## src/rtl/load_store_unit_if.sv

```systemverilog
// Execute-stage request/response and word-addressed data memory bus of the load/store unit.
// The slave modport is the unit; the master modport is the core/memory side that drives it.
interface load_store_unit_if #(
  parameter int DM_ADDRESS = 9,
  parameter int DATA_W     = 32
);
  logic                  req_valid;
  logic                  req_ready;
  logic                  req_read;
  logic                  req_write;
  logic [2:0]            req_funct3;
  logic [DATA_W-1:0]     req_addr;
  logic [DATA_W-1:0]     req_wdata;
  logic                  resp_valid;
  logic [DATA_W-1:0]     resp_rdata;
  logic                  resp_err;
  logic                  dm_memread;
  logic                  dm_memwrite;
  logic [DM_ADDRESS-1:0] dm_a;
  logic [DATA_W-1:0]     dm_wd;
  logic [DATA_W-1:0]     dm_rd;

  modport slave (
    input  req_valid, req_read, req_write, req_funct3, req_addr, req_wdata, dm_rd,
    output req_ready, resp_valid, resp_rdata, resp_err,
    output dm_memread, dm_memwrite, dm_a, dm_wd
  );

  modport master (
    output req_valid, req_read, req_write, req_funct3, req_addr, req_wdata, dm_rd,
    input  req_ready, resp_valid, resp_rdata, resp_err,
    input  dm_memread, dm_memwrite, dm_a, dm_wd
  );
endinterface

```

## src/rtl/load_store_unit.sv

```systemverilog
// Turns RISC-V B/H/W loads and stores into whole-word data memory accesses;
// sub-word stores are read-modify-write, loads are sign/zero extended. DATA_W must be 32.
module load_store_unit #(
  parameter int DM_ADDRESS = 9,
  parameter int DATA_W     = 32
) (
  input  logic                clk,
  input  logic                rst_n,
  load_store_unit_if.slave    bus
);

  typedef enum logic [2:0] {
    S_IDLE, S_LOAD, S_STORE, S_RMW_RD, S_RMW_WR, S_RESP
  } state_e;

  state_e                state_q, state_d;
  logic [DM_ADDRESS-1:0] idx_q;
  logic [1:0]            lane_q;
  logic [2:0]            f3_q;
  logic [DATA_W-1:0]     wdata_q;
  logic [DATA_W-1:0]     rdata_q;
  logic                  err_q;

  logic                  accept;
  logic                  ld_ok, st_ok, misal, err_req, nop_req;
  logic [DATA_W-1:0]     merged;
  logic [DATA_W-1:0]     load_ext;
  logic [7:0]            byte_v;
  logic [15:0]           half_v;

  // Upper address bits are intentionally dropped so addresses wrap.
  logic unused_addr_hi;
  assign unused_addr_hi = &{1'b0, bus.req_addr[DATA_W-1:DM_ADDRESS+2]};

  assign accept = bus.req_valid && (state_q == S_IDLE);

  always_comb begin
    ld_ok   = bus.req_funct3 inside {3'b000, 3'b001, 3'b010, 3'b100, 3'b101};
    st_ok   = bus.req_funct3 inside {3'b000, 3'b001, 3'b010};
    misal   = ((bus.req_funct3[1:0] == 2'b01) && bus.req_addr[0]) ||
              ((bus.req_funct3[1:0] == 2'b10) && (bus.req_addr[1:0] != 2'b00));
    nop_req = !bus.req_read && !bus.req_write;
    err_req = (bus.req_read && bus.req_write) ||
              (bus.req_read  && (!ld_ok || misal)) ||
              (bus.req_write && (!st_ok || misal));
  end

  always_comb begin
    state_d = state_q;
    case (state_q)
      S_IDLE: begin
        if (accept) begin
          if (err_req || nop_req)               state_d = S_RESP;
          else if (bus.req_read)                state_d = S_LOAD;
          else if (bus.req_funct3[1:0] == 2'b10) state_d = S_STORE;
          else                                  state_d = S_RMW_RD;
        end
      end
      S_LOAD:   state_d = S_RESP;
      S_STORE:  state_d = S_RESP;
      S_RMW_RD: state_d = S_RMW_WR;
      S_RMW_WR: state_d = S_RESP;
      S_RESP:   state_d = S_IDLE;
      default:  state_d = S_IDLE;
    endcase
  end

  always_ff @(posedge clk or negedge rst_n) begin
    if (!rst_n) state_q <= S_IDLE;
    else        state_q <= state_d;
  end

  // Lane extraction and merge both work off the latched byte offset.
  always_comb begin
    byte_v = bus.dm_rd[{lane_q, 3'b000} +: 8];
    half_v = bus.dm_rd[{lane_q[1], 4'b0000} +: 16];
    case (f3_q[1:0])
      2'b00:   load_ext = {{(DATA_W-8){~f3_q[2] & byte_v[7]}}, byte_v};
      2'b01:   load_ext = {{(DATA_W-16){~f3_q[2] & half_v[15]}}, half_v};
      default: load_ext = bus.dm_rd;
    endcase
    merged = bus.dm_rd;
    if (f3_q[1:0] == 2'b00) merged[{lane_q, 3'b000} +: 8]     = wdata_q[7:0];
    else                    merged[{lane_q[1], 4'b0000} +: 16] = wdata_q[15:0];
  end

  always_ff @(posedge clk or negedge rst_n) begin
    if (!rst_n) begin
      idx_q   <= '0;
      lane_q  <= '0;
      f3_q    <= '0;
      wdata_q <= '0;
      rdata_q <= '0;
      err_q   <= 1'b0;
    end else begin
      case (state_q)
        S_IDLE: if (accept) begin
          idx_q   <= bus.req_addr[DM_ADDRESS+1:2];
          lane_q  <= bus.req_addr[1:0];
          f3_q    <= bus.req_funct3;
          wdata_q <= bus.req_wdata;
          rdata_q <= '0;
          err_q   <= err_req;
        end
        S_LOAD:   rdata_q <= load_ext;
        S_RMW_RD: wdata_q <= merged;
        default: ;
      endcase
    end
  end

  // State resets to IDLE, so every output below is 0 while rst_n is low.
  always_comb begin
    bus.req_ready   = rst_n && (state_q == S_IDLE);
    bus.resp_valid  = (state_q == S_RESP);
    bus.resp_rdata  = (state_q == S_RESP) ? rdata_q : '0;
    bus.resp_err    = (state_q == S_RESP) && err_q;
    bus.dm_memread  = (state_q == S_LOAD)  || (state_q == S_RMW_RD);
    bus.dm_memwrite = (state_q == S_STORE) || (state_q == S_RMW_WR);
    bus.dm_a        = (state_q == S_IDLE) ? '0 : idx_q;
    bus.dm_wd       = bus.dm_memwrite ? wdata_q : '0;
  end

endmodule

```

## src/flat_wrapper.sv

```systemverilog
// flat-port wrapper written by rule: the top's interface ports become plain ports
module load_store_unit_flat 
#(
  parameter int DM_ADDRESS = 9,
  parameter int DATA_W     = 32
)
  (clk, rst_n, bus_req_valid, bus_req_read, bus_req_write, bus_req_funct3, bus_req_addr, bus_req_wdata, bus_dm_rd, bus_req_ready, bus_resp_valid, bus_resp_rdata, bus_resp_err, bus_dm_memread, bus_dm_memwrite, bus_dm_a, bus_dm_wd);
  load_store_unit_if #(.DM_ADDRESS(DM_ADDRESS), .DATA_W(DATA_W)) bus_i ();
  input  logic clk;
  input  logic rst_n;
  input wire logic [$bits(bus_i.req_valid)-1:0] bus_req_valid;
  input wire logic [$bits(bus_i.req_read)-1:0] bus_req_read;
  input wire logic [$bits(bus_i.req_write)-1:0] bus_req_write;
  input wire logic [$bits(bus_i.req_funct3)-1:0] bus_req_funct3;
  input wire logic [$bits(bus_i.req_addr)-1:0] bus_req_addr;
  input wire logic [$bits(bus_i.req_wdata)-1:0] bus_req_wdata;
  input wire logic [$bits(bus_i.dm_rd)-1:0] bus_dm_rd;
  output wire logic [$bits(bus_i.req_ready)-1:0] bus_req_ready;
  output wire logic [$bits(bus_i.resp_valid)-1:0] bus_resp_valid;
  output wire logic [$bits(bus_i.resp_rdata)-1:0] bus_resp_rdata;
  output wire logic [$bits(bus_i.resp_err)-1:0] bus_resp_err;
  output wire logic [$bits(bus_i.dm_memread)-1:0] bus_dm_memread;
  output wire logic [$bits(bus_i.dm_memwrite)-1:0] bus_dm_memwrite;
  output wire logic [$bits(bus_i.dm_a)-1:0] bus_dm_a;
  output wire logic [$bits(bus_i.dm_wd)-1:0] bus_dm_wd;
  assign bus_i.req_valid = bus_req_valid;
  assign bus_i.req_read = bus_req_read;
  assign bus_i.req_write = bus_req_write;
  assign bus_i.req_funct3 = bus_req_funct3;
  assign bus_i.req_addr = bus_req_addr;
  assign bus_i.req_wdata = bus_req_wdata;
  assign bus_i.dm_rd = bus_dm_rd;
  assign bus_req_ready = bus_i.req_ready;
  assign bus_resp_valid = bus_i.resp_valid;
  assign bus_resp_rdata = bus_i.resp_rdata;
  assign bus_resp_err = bus_i.resp_err;
  assign bus_dm_memread = bus_i.dm_memread;
  assign bus_dm_memwrite = bus_i.dm_memwrite;
  assign bus_dm_a = bus_i.dm_a;
  assign bus_dm_wd = bus_i.dm_wd;
  load_store_unit #(.DM_ADDRESS(DM_ADDRESS), .DATA_W(DATA_W)) u_core (.clk(clk), .rst_n(rst_n), .bus(bus_i));
endmodule
```

## config.mk

```make
export PLATFORM = sky130hd
export DESIGN_NAME = load_store_unit_flat
export DESIGN_NICKNAME = d
export VERILOG_FILES = /design/src/rtl/load_store_unit_if.sv /design/src/rtl/load_store_unit.sv /design/src/flat_wrapper.sv
export SDC_FILE = /design/constraint.sdc
export NUM_CORES = 1
export LEC_CHECK = 0
export CAP_MARGIN = 30
export CORE_MARGIN = 3
export CORE_UTILIZATION = 42
export CTS_BUF_LIST = sky130_fd_sc_hd__clkbuf_8
export DETAILED_ROUTE_END_ITERATION = 10
export GPL_TIMING_DRIVEN = 0
export PLACE_DENSITY = 0.8
export SKIP_LAST_GASP = 1
export SLEW_MARGIN = 20
export SYNTH_ARGS = -nofsm -noshare
export SYNTH_HDL_FRONTEND = slang
export SYNTH_SLANG_ARGS = --single-unit
```

## constraint.sdc

```tcl
create_clock -name clk -period 2.35 [get_ports clk]
set_input_delay 0.235 -clock clk [delete_from_list [all_inputs] [get_ports clk]]
set_output_delay 0.235 -clock clk [all_outputs]
set_load 0.05 [all_outputs]
```

Word level (Yosys, flattened, before mapping)
Index checks and enable logic that the tools add are counted.
Widths: inputs -> output; s select.
- flip-flop bits (word level): 82
- bits in latches: 0
- RAM bits: 0
- bits in read-only memories: 0
- input bits: 104
- output and inout port bits: 78
- memories: 0
- add/sub/neg operators: 2
- multiply operators: 0
- div/mod/pow operators: 0
- order comparisons: 0
- eq/ne operators: 13
- shift operators: 6
- muxes and demuxes: 16
- bitwise operators: 3
- reductions and logical operators: 33
- operators with widths (cell ; number):
    $pmux 32 s2 ; 3
    $mux 32 ; 5
    $bwmux 32 ; 2
    $shift 16x7->32 const A ; 1
    $shift 8x7->32 const A ; 1
    $shiftx 16x7->32 ; 1
    $shiftx 32x6->16 ; 1
    $shiftx 32x6->8 ; 1
    $shiftx 8x7->32 ; 1
    $neg 5->7 ; 2
    $eq 3x3->1 const B ; 4
    $eq 3x2->1 const B ; 3
    $logic_and 1x1->1 ; 9
    $mux 3 ; 3
    $mux 9 ; 1
    $pmux 3 s3 ; 1
    $logic_or 1x1->1 ; 8
    $eq 3x1->1 const B ; 2
    $logic_not 3->1 ; 2
    $reduce_and 2->1 ; 3
    $reduce_bool 2->1 ; 3
    $reduce_bool 5->1 ; 1
    $eq 2x1->1 const B ; 2
    $logic_not 1->1 ; 4
    8 further kinds ; 9

Depth between registers and ports, before layout
Gate-level depths: netlist of the first run.
- depth in word-level cells: 11
- mapped depth: 8
- gate-level depth less buffers: 6

Worst setup path before layout of the first run
OpenSTA, ideal clock, no wires.
- path type: flip-flop to output port
- start: register u_core.state_q[0]
- end: output port bus_resp_rdata[22]
- data arrival time: 2.182 ns
- path slack: -0.067 ns
- cell stages (with the launch flop): 5
- path buffers: 2
- path through: dfrtp_1 > clkbuf_1 > nor3b_1 > clkbuf_1 > and2_1
- cells in the longest elaborated chain, start to end: 2
- RTL lines (item ; RTL line ; source):
    start, declared ; load_store_unit.sv:16 ; state_e state_q, state_d;
    start signal, assigned ; load_store_unit.sv:70 ; else state_q <= state_d;
    $eq 3x3->1 ; -- ;
    named net bus_resp_valid ; flat_wrapper.sv:19 ; output wire logic [$bits(bus_i.resp_valid)-1:0] bus_resp_valid;
    $mux 32 ; load_store_unit.sv:116 ; bus.resp_rdata = (state_q == S_RESP) ? rdata_q : '0;
    end, declared ; flat_wrapper.sv:20 ; output wire logic [$bits(bus_i.resp_rdata)-1:0] bus_resp_rdata;
The timed path passes the listed nets, and every way through them passes these cells.

Worst setup path in the final report of the first run
- start: register u_core.state_q[1]
- end: output port bus_dm_a[8]
- cells in the longest elaborated chain, start to end: 2
- RTL lines (item ; RTL line ; source):
    $logic_not 3->1 ; load_store_unit.sv:120 ; bus.dm_a = (state_q == S_IDLE) ? '0 : idx_q;
    $mux 9 ; load_store_unit.sv:120 ;
    end, declared ; flat_wrapper.sv:24 ; output wire logic [$bits(bus_i.dm_a)-1:0] bus_dm_a;
Every way passes these cells.

==> Flow_metrics.wiki, run 1 <==
{| class="wikitable"
! Metric !! Value
|-
| Status || completed
|-
| Worst rel slew slack || 0.481
|-
| Clock group share of total power || 0.118
|-
| Total standard cell area after synthesis || 4880 sq um
|-
| Sequential Power Share || 0.274
|-
| Clk_lat worst skew || 360 ps
|-
| Beginning of the worst register-to-register path || u_core.state_q[1]
|-
| Sum of net half-perimeters after detailed placement || 13500 um
|-
| Share of the cycle needed by the critical path after routing || 0.966
|-
| Endpoint class of the critical path || output pin
|-
| Yosys warning total || 0
|-
| Reg2Reg Capture Point || u_core.rdata_q[18]
|-
| Crit path arrival time || 2040 ps
|-
| Fraction of final layout cells sized beyond drive strength 1 || 0.196
|-
| Req. time, crit path || 2120 ps
|-
| GR Overflow Total || 0
|-
| Post-route DRC || 0
|-
| Number of synthesized register bits || just over 80
|-
| Endpoints failing hold || 0
|-
| Number of nets with antenna violations after routing || 0
|-
| Maximum fanout along the worst path || 10
|-
| Avg Cell Area, Syn || 8.89 sq um
|-
| Cell chosen for the clock root || sky130_fd_sc_hd__clkbuf_8
|-
| Reg clk slew, reported paths || about 80 ps
|-
| Number of rows created at floorplan || 38
|-
| Antenna violations before repair || 0
|-
| Kind of path behind the tightest hold check || in -> async
|-
| Worst Skew || approximately 12 ps
|-
| R2r setup slk || approximately 80 ps
|-
| Number of design-rule violations left by the first detailed-router iteration || 393
|-
| Syn nets || around 660
|-
| Via density || 5.89
|-
| Endpoint of the worst setup timing path || bus_dm_a[8]
|-
| Slew Limit Fails || 0
|-
| Nets@finish || ~840
|-
| Horiz. Die Dim || 114 um
|-
| I/O Buffers || 160
|-
| Actual slew at the worst max-slew pin || 773 ps
|-
| Top FF cell, synth || sky130_fd_sc_hd__dfrtp_1
|-
| Final core utilization || 0.611
|-
| Signed area change from the synthesized netlist to the final layout || 38.7%
|-
| Average wire per cell in the routed design || 20.3 um
|-
| Async S/R FF share, synth || 1.00
|-
| Leakage || 3.06 nW
|-
| WL final || between 15000 and 20000 um
|-
| Net Sw Power || around 0.0048 W
|-
| Setup TNS || 0 ps
|-
| Worst supply voltage drop on vdd || 0.000873 V
|-
| Part of the total power dissipated in combinational logic || 0.608
|-
| Clock Path Buffers || 2
|-
| Detailed-route via count || 5133
|-
| Share of total power consumed by net switching || 0.514
|-
| Power Density || 1370 nW/um^2
|-
| Ports placed on the boundary || around 180
|-
| First-pass iteration count of the detailed router || 6
|-
| Number of global-route vias before repair || 5063
|-
| Highest attainable clock frequency || ~440 MHz
|-
| H-tree lvl count || 3
|-
| CP Launch Type || register
|-
| Antenna cell count || 0
|-
| Y dimension of the die || 114 um
|-
| Time the worst path needs with I/O delays and setup || 2270 ps
|-
| Cell count after synthesis || 549
|-
| Standard cell area after detailed placement || 6680 sq um
|-
| GRT Resource Usage Total || 0.272
|-
| Area of all placed cells without fillers || 6770 sq um
|-
| Distinct cells, synth || 50
|-
| Total core area || 11100 sq um
|-
| Pin count of the biggest net entering global routing || 45
|-
| Count of flip-flops with a built-in enable after synthesis || 0
|-
| Die Outline Area || ~13000 sq um
|-
| Sequential area share after synthesis || 0.420
|-
| TritonCTS clock tree || done
|-
| Clock net sink count || 82
|-
| Cell depth of the worst flop-to-flop path || 6
|-
| Type of the worst setup path || reg -> out
|-
| Max-capacitance violation count || 0
|-
| Worst setup path startpoint || u_core.state_q[1]
|-
| First-pass GRT wire length || 27400 um
|-
| Starting utilization of the core area || 0.441
|-
| Routability congestion estimate from global placement || 0.975
|-
| Internal power component || 0.00449 W
|-
| Total Power Consumption || 0.00925 W
|-
| Total clock buffers created by CTS || 9
|-
| Number of filler instances in the final layout || 975
|-
| RSZ-0062 raised after global routing || yes
|-
| Setup-violating endpoint count in the final report || 0
|}
[flip-flops by register name (all words and copies together) (netlist names)]
| name | count |
|---|---|
| u_core.err_q | 1 |
| u_core.f3_q | 3 |
| u_core.idx_q | 9 |
| u_core.lane_q | 2 |
| u_core.rdata_q | 32 |
| u_core.state_q | 3 |
| u_core.wdata_q | 32 |
[metal layers]
metal  track usage  share of wire  up-vias
met2         0.446           0.46      303
met3        0.0536          0.095       54
met5             0              0        -
met1         0.356           0.41     2453
met4         0.105          0.033        0
li1              -              -     2323
[placed cells by master, fill, tap and decap left out, drive strengths merged, types with 3 or more instances in the layout]
master	instances
a21oi	11
a221o	16
a221oi	22
a22o	8
a31oi	17
a32oi	7
and2	65
buf	62
clkbuf	53
clkdlybuf4s15	8
clkdlybuf4s50	83
clkinv	3
dfrtp	82
dlygate4sd2	10
ha	5
inv	11
mux2	9
mux2i	12
nand2	90
nand3	8
nand3b	3
nor2	28
nor2b	20
nor3	14
nor3b	4
o21a	8
o21ai	37
o31ai	9
[repair_timing]
item / 4_1_cts / 5_1_grt
hold buffers: 1 / 0
setup buffers: 3 / 2
resized for setup: 235 / 145
endpoints found under the hold margin: 38 / 0
gates cloned: 0 / 0
pin swaps: 1 / 0
endpoints found under the setup margin: 96 / 122
[logic make-up (layout without fill, tap and decap cells)]
group           count (synthesis)  count (layout)  share of synthesized area
compound gates                145             145                      0.221
xor+xnor                        1               1                    0.00179
fa+ha+maj                       5               5                     0.0128
buf+inv                        51             233                     0.0446
flops                          82              82                      0.420
mux                            21              21                     0.0454
simple gates                  244             244                      0.254
[synth_stat cells, types with 2 or more instances]
library cell,instances,area [sq um]
sky130_fd_sc_hd__o31ai_1,9,67.6
sky130_fd_sc_hd__o21a_1,8,60.1
sky130_fd_sc_hd__buf_6,2,22.5
sky130_fd_sc_hd__and2_1,65,407
sky130_fd_sc_hd__ha_1,5,62.6
sky130_fd_sc_hd__a22o_1,8,70.1
sky130_fd_sc_hd__nor3_1,14,70.1
sky130_fd_sc_hd__nor2_1,28,105
sky130_fd_sc_hd__a32oi_1,7,61.3
sky130_fd_sc_hd__clkbuf_1,29,109
sky130_fd_sc_hd__or3_1,2,12.5
sky130_fd_sc_hd__mux2i_1,12,120
sky130_fd_sc_hd__inv_1,9,33.8
sky130_fd_sc_hd__o22ai_1,2,12.5
sky130_fd_sc_hd__nor2b_1,20,125
sky130_fd_sc_hd__mux2_2,9,101
sky130_fd_sc_hd__a21oi_1,11,55.1
sky130_fd_sc_hd__a221oi_1,22,193
sky130_fd_sc_hd__o21ai_1,3,15.0
sky130_fd_sc_hd__nor3b_1,3,22.5
sky130_fd_sc_hd__a31oi_1,16,100
sky130_fd_sc_hd__nand2_1,90,338
sky130_fd_sc_hd__o21ai_0,34,170
sky130_fd_sc_hd__a221o_1,6,60.1
sky130_fd_sc_hd__a31o_2,2,17.5
sky130_fd_sc_hd__dfrtp_1,82,2050
sky130_fd_sc_hd__nand3b_1,3,22.5
sky130_fd_sc_hd__nand3_1,8,40.0
sky130_fd_sc_hd__and3b_1,2,17.5
sky130_fd_sc_hd__a221o_2,10,113
sky130_fd_sc_hd__buf_2,9,45.0
[how the worst min path moves through the flow]
stage / start / slack (ps) / to
global route: rst_n / 430 / u_core.wdata_q[31]
global placement: u_core.idx_q[6] / 450 / u_core.idx_q[6]
finish: rst_n / 390 / u_core.idx_q[0]
floorplan: rst_n / -60 / u_core.err_q
CTS: bus_req_addr[2] / 390 / u_core.idx_q[0]
detailed placement: rst_n / 250 / u_core.idx_q[0]
[cell type report]
type                            count  area (sq um)  area share
Sequential cell                    82          2050       0.303
Buffer                             40           203      0.0299
Tap cell                          140           175      0.0259
Clock buffer                       10           138      0.0203
Multi-Input combinational cell    416          2660       0.392
Clock inverter                      6          75.1      0.0111
Inverter                           10          40.0     0.00591
Timing Repair Buffer              167          1430       0.211
[critical path, stage by stage (launching register included)]
cell and delay, ps:
sky130_fd_sc_hd__dfrtp_1 400, sky130_fd_sc_hd__clkbuf_4 230, sky130_fd_sc_hd__nor3_1 80, sky130_fd_sc_hd__nor2b_1 140, sky130_fd_sc_hd__clkdlybuf4s50_1 820
[per-stage QoR]
stage	hold slack, ps	std cells	worst slack (ps)
after floorplan	-60.6	549	86.8
after global placement	451	849	-2450
after detailed placement	252	850	-578
after CTS	392	869	-2.93
after global routing	429	871	-37.4
final	388	871	79.5
[power groups by stage]
| stage | clock [W] | sequential, W | combinational [W] |
|---|---|---|---|
| after floorplan | 0 | 0.00234 | 0.00403 |
| after global routing | 0.00115 | 0.00261 | 0.00603 |
| final | 0.00109 | 0.00253 | 0.00563 |
| after global placement | 0 | 0.00249 | 0.00563 |
| after detailed placement | 0 | 0.00252 | 0.00574 |
| after CTS | 0.00110 | 0.00251 | 0.00564 |
(Power assumes the default switching activity.)
==> inputs of run 2 (changes only) <==
--- a/config.mk
+++ b/config.mk
@@ -5,7 +5,7 @@
 export SDC_FILE = /design/constraint.sdc
 export NUM_CORES = 1
 export LEC_CHECK = 0
-export CAP_MARGIN = 30
+export CAP_MARGIN = 10
 export CORE_MARGIN = 3
 export CORE_UTILIZATION = 42
 export CTS_BUF_LIST = sky130_fd_sc_hd__clkbuf_8
==> run 2 against run 1 <==
Net effect: core utilization unchanged; sequential power about the same; non-clock buffer count did not move; cell area did not move; first-iteration DRC count unchanged; via count is the same; total power is the same; die area stayed put; routed wire length unchanged; global-route usage unchanged; register-to-register slack is essentially flat; clock power is essentially flat; largest power group unchanged.
==> Flow_metrics.wiki, run 2 (same netlist as run 1, synthesis figures left out) <==
{| class="wikitable"
! Metric !! Value
|-
| Status || completed
|-
| Highest attainable clock frequency || 440 MHz
|-
| Detailed-route via count || 5133
|-
| Average wire per cell in the routed design || between 20 and 25 um
|-
| Sum of net half-perimeters after detailed placement || approximately 13000 um
|-
| RSZ-0062 raised after global routing || yes
|-
| First-pass GRT wire length || between 20000 and 30000 um
|-
| Cell chosen for the clock root || sky130_fd_sc_hd__clkbuf_8
|-
| TritonCTS clock tree || done
|-
| Kind of path behind the tightest hold check || in -> async
|-
| Share of total power consumed by net switching || 0.514
|-
| Clk_lat worst skew || approximately 360 ps
|-
| Setup Slack @ Placement || -578 ps
|-
| Clock group share of total power || 0.118
|-
| Clock net sink count || 82
|-
| Net Sw Power || 0.00476 W
|-
| Most common cell after layout, fill and taps aside || sky130_fd_sc_hd__nand2_1
|-
| Power Density || 1370 nW/um^2
|-
| GRT Resource Usage Total || 0.272
|-
| Worst-path cell chain || clkbuf_4 > nor3_1 > nor2b_1 > clkdlybuf4s50_1
|-
| Routability congestion estimate from global placement || just under 1
|-
| Top Registers || u_core.rdata_q x32, u_core.wdata_q x32, u_core.idx_q x9
|-
| Total clock buffers created by CTS || 9
|-
| Area of all placed cells without fillers || roughly 6800 sq um
|-
| Number of filler instances in the final layout || 975
|-
| Standard cell area after detailed placement || 6680 sq um
|-
| Worst Skew || 11.6 ps
|-
| Slowest-stage cell, CP || sky130_fd_sc_hd__clkdlybuf4s50_1
|-
| Number of rows created at floorplan || 38
|-
| Starting utilization of the core area || 0.441
|-
| Antenna violations before repair || 0
|-
| Maximum fanout along the worst path || 10
|-
| Number of global-route vias before repair || 5063
|-
| Post-route DRC || 0
|-
| Reg clk slew, reported paths || ~80 ps
|-
| Crit-path leading delay family || buffers and inverters
|-
| Number of nets with antenna violations after routing || 0
|-
| Pin count of the biggest net entering global routing || 45
|-
| Endpoints failing hold || 0
|-
| Smallest setup slack after layout || 79.5 ps
|-
| Horiz. Die Dim || 114 um
|-
| Total buffers and inverters traversed by the critical path || 2
|-
| Endpoint class of the critical path || output pin
|-
| Leakage || 3.06 nW
|-
| Most used cells in the layout excluding fill and tap cells || 90 x sky130_fd_sc_hd__nand2_1, 83 x sky130_fd_sc_hd__clkdlybuf4s50_1, 81 x sky130_fd_sc_hd__dfrtp_1
|-
| Share of the cycle needed by the critical path after routing || 0.966
|-
| Post-Route Hold Slack || approximately 390 ps
|-
| Ports placed on the boundary || around 180
|-
| Antenna cell count || 0
|-
| Total Power Consumption || about 0.0092 W
|-
| Y dimension of the die || 114 um
|-
| Final cell count without fillers || 871
|-
| Slew Limit Fails || 0
|-
| Instance count after placement with tap cells included || between 800 and 900
|-
| Internal power component || 0.00449 W
|-
| H-tree lvl count || 3
|-
| GR Overflow Total || 0
|-
| Fraction of final layout cells sized beyond drive strength 1 || 0.196
|-
| CP Launch Type || register
|-
| Die Outline Area || 13000 sq um
|-
| Number of design-rule violations left by the first detailed-router iteration || 393
|-
| Crit path arrival time || 2040 ps
|-
| Worst rel slew slack || 0.481
|-
| Actual slew at the worst max-slew pin || 773 ps
|-
| Sequential Power Share || 0.274
|-
| Nets@finish || 835
|-
| Signed area change from the synthesized netlist to the final layout || 38.7%
|-
| Via density || 5.89
|-
| Type of the worst setup path || reg -> out
|-
| I/O Buffers || 160
|-
| First-pass iteration count of the detailed router || 6
|-
| Clock Path Buffers || 2
|-
| Worst supply voltage drop on vdd || 0.000873 V
|-
| Req. time, crit path || ~2100 ps
|-
| Total core area || roughly 11000 sq um
|-
| CP peak stage delay || 820 ps
|-
| Setup-violating endpoint count in the final report || 0
|-
| WL final || approximately 18000 um
|-
| Part of the total power dissipated in combinational logic || 0.608
|-
| Time the worst path needs with I/O delays and setup || 2270 ps
|-
| Max-capacitance violation count || 0
|}
[run 2: cell counts in the layout (fill, tap and decap cells not counted)]
Identical to the previous run, type by type.
[run 2: per-layer routing]
layer,global-route usage,wire length [um]
met5,0,0
met4,0.105,588
met3,0.0536,1690
met2,0.446,8200
met1,0.356,7220
[run 2: layout make-up]
| class | instances | area, sq um | share of cell area |
|---|---|---|---|
| plain buffers | 40 | 203 | 0.0299 |
| clock buffers | 10 | 138 | 0.0203 |
| clock inverters | 6 | 75.1 | 0.0111 |
| inverters | 10 | 40.0 | 0.00591 |
| multi-input cells | 416 | 2660 | 0.392 |
| flip-flops and latches | 82 | 2050 | 0.303 |
| well taps | 140 | 175 | 0.0259 |
| repair buffers | 167 | 1430 | 0.211 |
[run 2: power groups by stage]
| stage | clock network (W) | logic, W | registers [W] |
|---|---|---|---|
| 2_1_floorplan | 0 | 0.00403 | 0.00234 |
| 3_3_place_gp | 0 | 0.00563 | 0.00249 |
| 3_5_place_dp | 0 | 0.00574 | 0.00252 |
| 4_1_cts | 0.00110 | 0.00564 | 0.00251 |
| 5_1_grt | 0.00115 | 0.00603 | 0.00261 |
| 6_report | 0.00109 | 0.00563 | 0.00253 |
[run 2: path summary, 6_finish.rpt]
path	startpoint	endpoint	slack [ps]	cells past startpoint
setup / recovery	u_core.state_q[1]	bus_dm_a[8]	80	4
min in group clk	bus_req_addr[4]	u_core.idx_q[2]	400	3
max in group asynchronous	rst_n	u_core.rdata_q[25]	1350	3
hold reg to reg	u_core.idx_q[5]	u_core.idx_q[5]	480	2
setup reg to reg	u_core.state_q[1]	u_core.rdata_q[18]	80	6
hold / removal	rst_n	u_core.idx_q[0]	390	2
[run 2: repair_timing]
action,4_1_cts,5_1_grt
endpoints found under the setup margin,96,122
setup buffers,3,2
pin swaps,1,0
resized for setup,235,145
hold endpoints to repair,38,0
hold buffers,1,0
gates cloned,0,0
[run 2: worst register-to-register path, stage by stage (launching register included)]
cell and delay (ps):
sky130_fd_sc_hd__dfrtp_1 420, sky130_fd_sc_hd__clkbuf_4 210, sky130_fd_sc_hd__nor4b_2 350, sky130_fd_sc_hd__buf_2 330
sky130_fd_sc_hd__nor2_1 150, sky130_fd_sc_hd__clkbuf_1 310, sky130_fd_sc_hd__a221o_2 400
[run 2: per-stage QoR]
| stage | utilization | setup TNS (ps) |
|---|---|---|
| global placement | 0.601 | -191960 |
| CTS | 0.628 | -5.06 |
| detailed placement | 0.603 | -27130 |
| floorplan | - | 0 |
| finish | 0.611 | 0 |
| global route | 0.611 | -169 |
==> inputs of run 3 (changes only) <==
--- a/config.mk
+++ b/config.mk
@@ -5,13 +5,14 @@
 export SDC_FILE = /design/constraint.sdc
 export NUM_CORES = 1
 export LEC_CHECK = 0
+export ABC_AREA = 1
 export CAP_MARGIN = 10
 export CORE_MARGIN = 3
-export CORE_UTILIZATION = 42
+export CORE_UTILIZATION = 43
 export CTS_BUF_LIST = sky130_fd_sc_hd__clkbuf_8
 export DETAILED_ROUTE_END_ITERATION = 10
 export GPL_TIMING_DRIVEN = 0
-export PLACE_DENSITY = 0.8
+export PLACE_DENSITY = 0.79
 export SKIP_LAST_GASP = 1
 export SLEW_MARGIN = 20
 export SYNTH_ARGS = -nofsm -noshare
==> run 3 against run 2 <==
Net effect: first-iteration DRC count grew 73%; highest routed layer unchanged; largest power group unchanged; combinational power rose by 9.2%; critical path type unchanged; non-clock buffer count fell by 4; hold slack worse by 31 ps; worst setup slack better by 35 ps.
==> Flow_metrics.wiki, run 3 <==
{| class="wikitable"
! Metric !! Value
|-
| Status || completed
|-
| First-pass iteration count of the detailed router || 6
|-
| Highest attainable clock frequency || 447 MHz
|-
| Horiz. Die Dim || 120 um
|-
| Yosys warning total || 0
|-
| Instance count after placement with tap cells included || 1226
|-
| Y dimension of the die || between 100 and 150 um
|-
| Cell chosen for the clock root || sky130_fd_sc_hd__clkbuf_8
|-
| Die Outline Area || 14300 sq um
|-
| Total core area || around 12000 sq um
|-
| Number of synthesized register bits || 82
|-
| Reg clk slew, reported paths || 100 ps
|-
| Standard cell area after detailed placement || 7410 sq um
|-
| Cell count after synthesis || 897
|-
| R2r setup slk || between 200 and 250 ps
|-
| WL final || 18800 um
|-
| Setup-violating endpoint count in the final report || 0
|-
| Req. time, crit path || approximately 2100 ps
|-
| Area of all placed cells without fillers || 7520 sq um
|-
| Met2 Track Usage GR || 0.434
|-
| Worst Skew || 16.3 ps
|-
| Kind of path behind the tightest hold check || in -> async
|-
| Antenna violations before repair || 0
|-
| Worst rel slew slack || 0.663
|-
| RSZ-0062 raised after global routing || no
|-
| TritonCTS clock tree || done
|-
| Endpoint class of the critical path || output pin
|-
| Max-capacitance violation count || 0
|-
| Detailed-route via count || 6204
|-
| Top FF cell, synth || sky130_fd_sc_hd__dfrtp_1
|-
| Ports placed on the boundary || 182
|-
| Most instantiated library cell after synthesis || sky130_fd_sc_hd__nand2_1
|-
| Pin count of the biggest net entering global routing || 51
|-
| Sequential area share after synthesis || 0.369
|-
| Met3 usage || 0.0405
|-
| Fraction of final layout cells sized beyond drive strength 1 || 0.123
|-
| Routability congestion estimate from global placement || 0.992
|-
| Leakage || 3.89 nW
|-
| Power Density || roughly 1300 nW/um^2
|-
| Clk_lat worst skew || 380 ps
|-
| Met1 demand-to-capacity share in global routing || 0.354
|-
| Footprint of the multi-input gates || 2850 sq um
|-
| Endpoints failing hold || 0
|-
| Via density || 4.99
|-
| Syn nets || around 1000
|-
| Final cell count without fillers || 1244
|-
| Post-route DRC || 0
|-
| Top Registers || u_core.rdata_q x32, u_core.wdata_q x32, u_core.idx_q x9
|-
| Antenna cell count || 0
|-
| Smallest setup slack after layout || 115 ps
|-
| First-pass GRT wire length || 30300 um
|-
| GRT Resource Usage Total || 0.265
|-
| GR Overflow Total || 0
|-
| Sum of net half-perimeters after detailed placement || 14700 um
|-
| Clock Path Buffers || 2
|-
| Type of the worst setup path || reg -> out
|-
| Maximum fanout along the worst path || 6
|-
| Avg Cell Area, Syn || 6.20 sq um
|-
| Setup TNS || 0 ps
|-
| Endpoint of the worst setup timing path || bus_resp_err
|-
| Total clock buffers created by CTS || 9
|-
| Signed area change from the synthesized netlist to the final layout || 35.2%
|-
| Leading post-synthesis cells by instance count || 269 x sky130_fd_sc_hd__nand2_1, 170 x sky130_fd_sc_hd__nor2_1, 120 x sky130_fd_sc_hd__inv_1
|-
| Crit path arrival time || about 2000 ps
|-
| Largest cells by area after synthesis || sky130_fd_sc_hd__dfrtp_1 37%, sky130_fd_sc_hd__nand2_1 18%, sky130_fd_sc_hd__nor2_1 11%, sky130_fd_sc_hd__inv_1 8.1%, sky130_fd_sc_hd__nand3_1 6.0%
|-
| Average wire per cell in the routed design || 15.1 um
|-
| H-tree lvl count || 3
|-
| Reg2Reg Capture Point || u_core.wdata_q[21]
|-
| Flip-flop and latch area || between 2000 and 2500 sq um
|-
| Nets@finish || roughly 1200
|-
| Most common cell after layout, fill and taps aside || sky130_fd_sc_hd__nand2_1
|-
| Total standard cell area after synthesis || about 5600 sq um
|-
| Number of design-rule violations left by the first detailed-router iteration || 678
|-
| Most used cells in the layout excluding fill and tap cells || 268 x sky130_fd_sc_hd__nand2_1, 169 x sky130_fd_sc_hd__nor2_1, 119 x sky130_fd_sc_hd__inv_1
|-
| Clock net sink count || 82
|-
| Worst setup path startpoint || u_core.state_q[0]
|-
| Number of nets with antenna violations after routing || 0
|-
| Count of flip-flops with a built-in enable after synthesis || 0
|-
| Beginning of the worst register-to-register path || u_core.lane_q[1]
|-
| Number of rows created at floorplan || 40
|-
| Async S/R FF share, synth || 1.00
|-
| Top-area cell type share of the netlist area || 0.369
|-
| CP Launch Type || register
|-
| Number of global-route vias before repair || 5988
|-
| Busiest grt layer || met2
|-
| Final core utilization || 0.611
|-
| Share of the cycle needed by the critical path after routing || 0.951
|-
| Starting utilization of the core area || 0.452
|-
| Worst supply voltage drop on vdd || 0.000958 V
|-
| Cell depth of the worst flop-to-flop path || 9
|-
| Number of filler instances in the final layout || 1240
|-
| Slew Limit Fails || 0
|-
| I/O Buffers || 160
|-
| Time the worst path needs with I/O delays and setup || 2240 ps
|-
| Library cell occupying the most area in the post-synthesis netlist || sky130_fd_sc_hd__dfrtp_1
|-
| Setup Slack @ Placement || -390 ps
|-
| Actual slew at the worst max-slew pin || 504 ps
|-
| Distinct cells, synth || 25
|}
[run 3: worst min-delay path by stage]
stage,cells past startpoint,end,startpoint,slack (ps)
2_1_floorplan,0,u_core.err_q,rst_n,-60
3_3_place_gp,2,u_core.rdata_q[25],u_core.rdata_q[25],470
3_5_place_dp,1,u_core.wdata_q[22],rst_n,220
4_1_cts,3,u_core.wdata_q[22],rst_n,360
5_1_grt,3,u_core.wdata_q[22],rst_n,380
6_report,3,u_core.wdata_q[22],rst_n,360
[run 3: cell families after synthesis]
family	share of synthesized area
adders and majority gates	0.0112
and+or+nand+nor	0.386
AOI/OAI and AO/OA	0.113
buffers and inverters	0.122
DFF	0.369
[run 3: critical path, cell delays in order, from the launching register on]
cell,delay [ps]
sky130_fd_sc_hd__dfrtp_1,460
sky130_fd_sc_hd__inv_1,110
sky130_fd_sc_hd__nor3_2,170
sky130_fd_sc_hd__inv_1,200
sky130_fd_sc_hd__nor2_1,140
sky130_fd_sc_hd__dlygate4sd2_1,540
[run 3: routing by layer]
| metal | vias to the layer above | part of all wire |
|---|---|---|
| met3 | 41 | 0.073 |
| met2 | 270 | 0.46 |
| met4 | 0 | 0.030 |
| li1 | 3106 | - |
| met5 | - | 0 |
| met1 | 2787 | 0.43 |
[run 3: stage by stage]
step,hold slack (ps),total power (W)
finish,358,0.00955
global route,378,0.0103
CTS,358,0.00959
detailed placement,218,0.00870
global placement,465,0.00862
floorplan,-60.6,0.00674
[run 3: power breakdown]
part,internal (W),total (W),switching [W]
Combinational,0.00177,0.00615,0.00437
Sequential,0.00201,0.00239,0.000385
Clock,0.000446,0.00101,0.000568
Total,0.00423,0.00955,0.00533
[run 3: repair_timing]
item                       in CTS  in global routing
setup endpoints to repair     102                 55
hold endpoints to repair       33                  0
hold buffers                    2                  0
setup buffers                   3                  0
resized for setup             225                 50
[run 3: cell type report]
type	instances	share of cell area
multi-input combinational	650	0.379
sequential	82	0.273
timing repair buffer	166	0.205
buffer	37	0.0269
clock buffer	11	0.0201
inverter	125	0.0632
clock inverter	5	0.00482
tap	168	0.0279
